`config.mk`:
```
export PLATFORM = sky130hd
export DESIGN_NAME = bus_master_if
export DESIGN_NICKNAME = d
export VERILOG_FILES = /design/src/rtl/bus_master_if.sv
export SDC_FILE = /design/constraint.sdc
export NUM_CORES = 1
export LEC_CHECK = 0
export CAP_MARGIN = 20
export CORE_MARGIN = 5
export CORE_UTILIZATION = 37
export CTS_CLUSTER_SIZE = 14
export DETAILED_ROUTE_END_ITERATION = 16
export PLACE_DENSITY = 0.79
export SETUP_SLACK_MARGIN = 0.15
export SLEW_MARGIN = 20
export SYNTH_ARGS = -nofsm -noshare
export SYNTH_HDL_FRONTEND = slang
export SYNTH_SLANG_ARGS = --single-unit
```
`constraint.sdc`:
```
create_clock -name clk -period 1.7 [get_ports clk]
set_input_delay 0.17 -clock clk [delete_from_list [all_inputs] [get_ports clk]]
set_output_delay 0.17 -clock clk [all_outputs]
set_load 0.02 [all_outputs]
```
`src/rtl/bus_master_if.sv`:
```
// Master-side bus interface: turns a level-held CPU/DMA request into one
// arbitrated, address-strobed bus transfer, with a watchdog for dead slaves.
module bus_master_if #(
    parameter int ADDR_W  = 30,
    parameter int DATA_W  = 32,
    parameter int TIMEOUT = 255
) (
    input  logic              clk,
    input  logic              rst,
    input  logic              cpu_req,
    input  logic              cpu_rw,
    input  logic [ADDR_W-1:0] cpu_addr,
    input  logic [DATA_W-1:0] cpu_wr_data,
    output logic [DATA_W-1:0] cpu_rd_data,
    output logic              cpu_ack,
    output logic              cpu_err,
    output logic              bus_req_,
    input  logic              bus_grnt_,
    output logic              bus_as_,
    output logic              bus_rw,
    output logic [ADDR_W-1:0] bus_addr,
    output logic [DATA_W-1:0] bus_wr_data,
    input  logic [DATA_W-1:0] bus_rd_data,
    input  logic              bus_rdy_
);

    localparam int CNT_W = (TIMEOUT < 1) ? 1 : $clog2(TIMEOUT + 1);

    typedef enum logic [1:0] {
        S_IDLE,
        S_REQ,
        S_ACCESS,
        S_WAIT
    } state_t;

    state_t             r_state;
    logic [CNT_W-1:0]   r_cnt;
    logic               r_bus_req_;
    logic               r_bus_as_;
    logic               r_bus_rw;
    logic [ADDR_W-1:0]  r_bus_addr;
    logic [DATA_W-1:0]  r_bus_wr_data;
    logic [DATA_W-1:0]  r_cpu_rd_data;
    logic               r_cpu_ack;
    logic               r_cpu_err;

    // Transfer sequencer: request, strobe, wait for ready or watchdog expiry.
    always_ff @(posedge clk) begin
        if (rst) begin
            r_state       <= S_IDLE;
            r_cnt         <= '0;
            r_bus_req_    <= 1'b1;
            r_bus_as_     <= 1'b1;
            r_bus_rw      <= 1'b1;
            r_bus_addr    <= '0;
            r_bus_wr_data <= '0;
            r_cpu_rd_data <= '0;
            r_cpu_ack     <= 1'b0;
            r_cpu_err     <= 1'b0;
        end else begin
            // ack/err are single-cycle pulses
            r_cpu_ack <= 1'b0;
            r_cpu_err <= 1'b0;
            case (r_state)
                S_IDLE: begin
                    // the still-held request of the transfer just acked is ignored
                    if (cpu_req && !r_cpu_ack) begin
                        r_bus_rw      <= cpu_rw;
                        r_bus_addr    <= cpu_addr;
                        r_bus_wr_data <= cpu_wr_data;
                        r_bus_req_    <= 1'b0;
                        r_state       <= S_REQ;
                    end
                end
                S_REQ: begin
                    if (!bus_grnt_) begin
                        r_bus_as_ <= 1'b0;
                        r_cnt     <= '0;
                        r_state   <= S_ACCESS;
                    end
                end
                S_ACCESS, S_WAIT: begin
                    r_bus_as_ <= 1'b1;
                    if (!bus_rdy_) begin
                        // ready beats a simultaneous watchdog expiry
                        r_cpu_ack <= 1'b1;
                        if (r_bus_rw) begin
                            r_cpu_rd_data <= bus_rd_data;
                        end
                        r_bus_req_ <= 1'b1;
                        r_state    <= S_IDLE;
                    end else if (r_cnt == CNT_W'(TIMEOUT)) begin
                        r_cpu_ack     <= 1'b1;
                        r_cpu_err     <= 1'b1;
                        r_cpu_rd_data <= '0;
                        r_bus_req_    <= 1'b1;
                        r_state       <= S_IDLE;
                    end else begin
                        r_cnt   <= r_cnt + 1'b1;
                        r_state <= S_WAIT;
                    end
                end
                default: begin
                    r_state <= S_IDLE;
                end
            endcase
        end
    end

    assign cpu_rd_data = r_cpu_rd_data;
    assign cpu_ack     = r_cpu_ack;
    assign cpu_err     = r_cpu_err;
    assign bus_req_    = r_bus_req_;
    assign bus_as_     = r_bus_as_;
    assign bus_rw      = r_bus_rw;
    assign bus_addr    = r_bus_addr;
    assign bus_wr_data = r_bus_wr_data;

endmodule

```
==> flow_summary.toml, run 1 <==
[worst_setup_path]
maximum_fanout_along_the_worst_path = 22
cpPeakStageDelay_ps = 370
crit_top_cell = "buf_4"
cp-end-kind = "flop"
timing.critical_path.from = "r_state[1]"
critical_path.top_delay_family = "buffers and inverters"
reg2reg_slack_ps = -50
reg2regPathDepth = 6
r2r-start = "r_state[1]"
criticalPathCategory = "reg2reg"
critPathArrivalTime_ps = 1960
cp_slowest_cell = "nor4_1"
rr_endpoint = "r_cnt[7]"
cp_bufs_invs = 3
cell_by_cell_listing_of_the_critical_path = "buf_4 > buf_8 > nand4_1 > buf_4 > nor4_1 > a211oi_1"
worst-endpoint-required_ps = 1900
start_kind = "flop"

[finish]
post_route_cells_drive_above_1_share_pct = 9.58
layout.nets = 786
multi_input_area_um2 = 1940
areaGrowthSynthToFinish_pct = 62.9
storage_cell_area_um2 = 2190
diodes = 0
fillCellCount = 953

[routing]
detail-route-antenna-nets = 0
number_of_design_rule_violations_left_after_detail_routing = 0
drt_wl_total_um = 14500
post_drt_wl_per_cell_um = 17.4
vias_per_cell = 5.20
detailroute.via_count = 4330
drt_pre_antenna_iters = 5
first_iter_violations = 297

[worst_hold_path]
whs_path_depth = 2
holdCritPathClass = "in2reg"
holdCritStartpoint = "rst"
worstHoldEndpoint = "cpu_rd_data[9]"

[power_and_ir_drop]
cellInternalPower_uw = 4550
max-vdd-ir-drop_uv = 644
combinational_cell_fraction_of_total_power_pct = 21.7
sw_frac_of_total_pct = 27.1
power_density_nw_per_um2 = 893
power.sequential.fraction_pct = 44.7
totalPowerFinal_uw = 6250
share_clk_of_total_power_pct = 33.6
p_switching_uw = 1700
p_leak_uw = 0.00261

[cts]
clockBufferDepth = 2
clk_latency_ps = 340
tritoncts = "yes"
cts_hold_buf = 0
cts_root_buffer = "clkbuf_16"
tritoncts_num_sinks = 109
clkSlewWorstSetupHoldPaths_ps = 80
clock_tree.htree_level_count = 3
cts_inserted_buffers = 9

[run]
max_cap_violations = 0

[place]
port_buffers = 198
place_hpwl_um = 9580
gpl.final_weighted_congestion = 0.845

[timing]
timing.fmax_mhz = 571
post-route-worst-setup-slack_ps = -50.5
max_slew_margin_pct = 67.3
report.final.hold_viol_count = 0
setup_viol = 1
setup_tns_final_ps = -50.5
timing.hold.ws_ps = 234
share_of_the_clock_period_used_by_the_worst_path_pct = 103
worst_slew_pin_slew_ps = 486
timing.final.max_slew_violations = 0
finalCriticalPeriod_ps = 1750
setup_skew_ps = 14.6

[floorplanning]
die_height_um = 118
fp.dieW_um = 118
core.rowCount = 39
area_enclosed_by_the_die_boundary_um2 = 13900
floorplan.io_pins = 199
core_area_um2 = 11400
start_util_pct = 37.6

[synth]
ys_ff_latch = 109
seq_area_frac_synth_pct = 50.8
ys_types = 41
synth.cell_area_um2 = 4290
avgSynthCellArea_um2 = 8.80
synth_fp_nets = 589
synth_warn = 0
synth-edff-count = 0
synth_instances = 488
synthArstFlopShare_pct = 0
postSynth.topFlopCell = "dfxtp_1"

[global_route]
initial_antenna_violation_count = 0
global_route.usage.total_pct = 19.0
grt.overflow.total = 0
grt_start_max_net_pins = 45
grt_pass1_vias = 4321
grt_pass1_wl_um = 22300

[outcome]
status = "finished with violations"
failed_checks = "negative setup slack"
power by group through the flow:
stage | combinational (uW) | sequential (uW) | clock [uW]
5_1_grt | 1440 | 2810 | 2260
3_3_place_gp | 1210 | 2840 | 0
6_report | 1360 | 2790 | 2100
3_5_place_dp | 1230 | 2850 | 0
2_1_floorplan | 402 | 3020 | 0
4_1_cts | 1310 | 2790 | 2150
cell usage after synthesis (all sizes together), types with 2 or more instances:
library cell	count	area share, %
o2bb2ai	32	7.1
clkbuf	20	1.7
nand2	129	11
a211oi	2	0.35
and4	3	0.61
dfxtp	109	51
or3b	2	0.41
nand4	2	0.29
a2111oi	2	0.41
a31o	2	0.41
a31oi	34	5.0
a21oi	66	7.7
nand2b	2	0.29
nor2b	35	5.1
nor4	2	0.29
buf	21	3.1
and3	2	0.41
nor3	4	0.47
layout by cell type (no fill, tap or decap), types with 4 or more instances in the layout:
cell type,count
buf_12,4
nand2_1,129
o2bb2ai_1,28
dfxtp_1,106
o2bb2ai_2,4
clkbuf_16,12
clkdlybuf4s50_1,191
dlymetal6s2s_1,4
a21oi_1,65
a31oi_1,34
nor3_1,4
buf_4,17
nor2b_1,34
cell type report:
type                            count  share of cell area (%)
Sequential cell                   109                    31.3
Clock buffer                        9                    3.22
Clock inverter                      6                    1.02
Tap cell                          143                    2.56
Multi-Input combinational cell    337                    27.7
Inverter                            1                  0.0537
Timing Repair Buffer              227                    34.1
worst max-delay path by stage:
stage	end	slack, ps	depth (start not counted)
after global placement	bus_wr_data[20]	-140	5
final	r_cnt[7]	-50	6
after detailed placement	bus_wr_data[31]	-200	5
after global routing	r_cnt[7]	-70	6
after CTS	cpu_rd_data[1]	110	6
after floorplan	cpu_rd_data[4]	180	6
kinds of logic (layout without fill, tap and decap cells):
family / Yosys count / after routing / share of synthesized area [%]
AOI/OAI and AO/OA: 147 / 147 / 23.1
adders and majority gates: 1 / 1 / 0.291
buffers and inverters: 42 / 243 / 4.92
DFF: 109 / 109 / 50.8
and+or+nand+nor: 189 / 189 / 20.9
state kept, by name, summed over array words and instances (netlist names):
| signal | count |
|---|---|
| bus_wr_data | 32 |
| cpu_rd_data | 32 |
| bus_addr | 30 |
| r_cnt | 8 |
| r_state | 2 |
| bus_as_ | 1 |
| bus_req_ | 1 |
| bus_rw | 1 |
| cpu_ack | 1 |
| cpu_err | 1 |
timing repair:
item,4_1_cts,5_1_grt
resized for setup,8,17
endpoints found under the setup margin,101,95
pin swaps,1,3
cloned,3,3
setup buffers,6,3
layer usage:
metal / vias up / global-route usage (%) / part of all wire (%)
met3: 15 / 4.76 / 5.7
met2: 163 / 33.4 / 51
met4: 0 / 5.09 / 1.5
met1: 2045 / 23.0 / 42
li1: 2107 / - / -
met5: - / 0 / 0
worst reg2reg max path, stage by stage, from the launching register on:
cell and delay [ps]:
dfxtp_2 340, buf_4 190, buf_8 190, nand4_1 160, buf_4 190, nor4_1 380, a211oi_1 170
metrics by stage:
| step | worst slack [ps] | cell area, um^2 | instances | util, % |
|---|---|---|---|---|
| floorplan | 175 | 4300 | 488 | - |
| global placement | -140 | 6410 | 802 | 56.1 |
| detailed placement | -198 | 6410 | 802 | 56.1 |
| CTS | 114 | 6850 | 826 | 60.0 |
| global route | -70.9 | 7000 | 832 | 61.3 |
| finish | -50.5 | 7000 | 832 | 61.3 |
Note: power is estimated with default switching activity, not from simulation.
==> run 2, diff against run 1 <==
--- a/config.mk
+++ b/config.mk
@@ -12,6 +12,7 @@
 export DETAILED_ROUTE_END_ITERATION = 16
 export PLACE_DENSITY = 0.79
 export SETUP_SLACK_MARGIN = 0.15
+export SKIP_LAST_GASP = 1
 export SLEW_MARGIN = 20
 export SYNTH_ARGS = -nofsm -noshare
 export SYNTH_HDL_FRONTEND = slang
==> results of run 2 <==
Same layout as run 1: the final DEF is identical, and so are final timing and power.
==> run 3, diff against run 2 <==
--- a/config.mk
+++ b/config.mk
@@ -8,6 +8,7 @@
 export CAP_MARGIN = 20
 export CORE_MARGIN = 5
 export CORE_UTILIZATION = 37
+export CTS_CLUSTER_DIAMETER = 80
 export CTS_CLUSTER_SIZE = 14
 export DETAILED_ROUTE_END_ITERATION = 16
 export PLACE_DENSITY = 0.79
==> results of run 3 <==
Same layout as run 1: the final DEF is identical, and so are final timing and power.
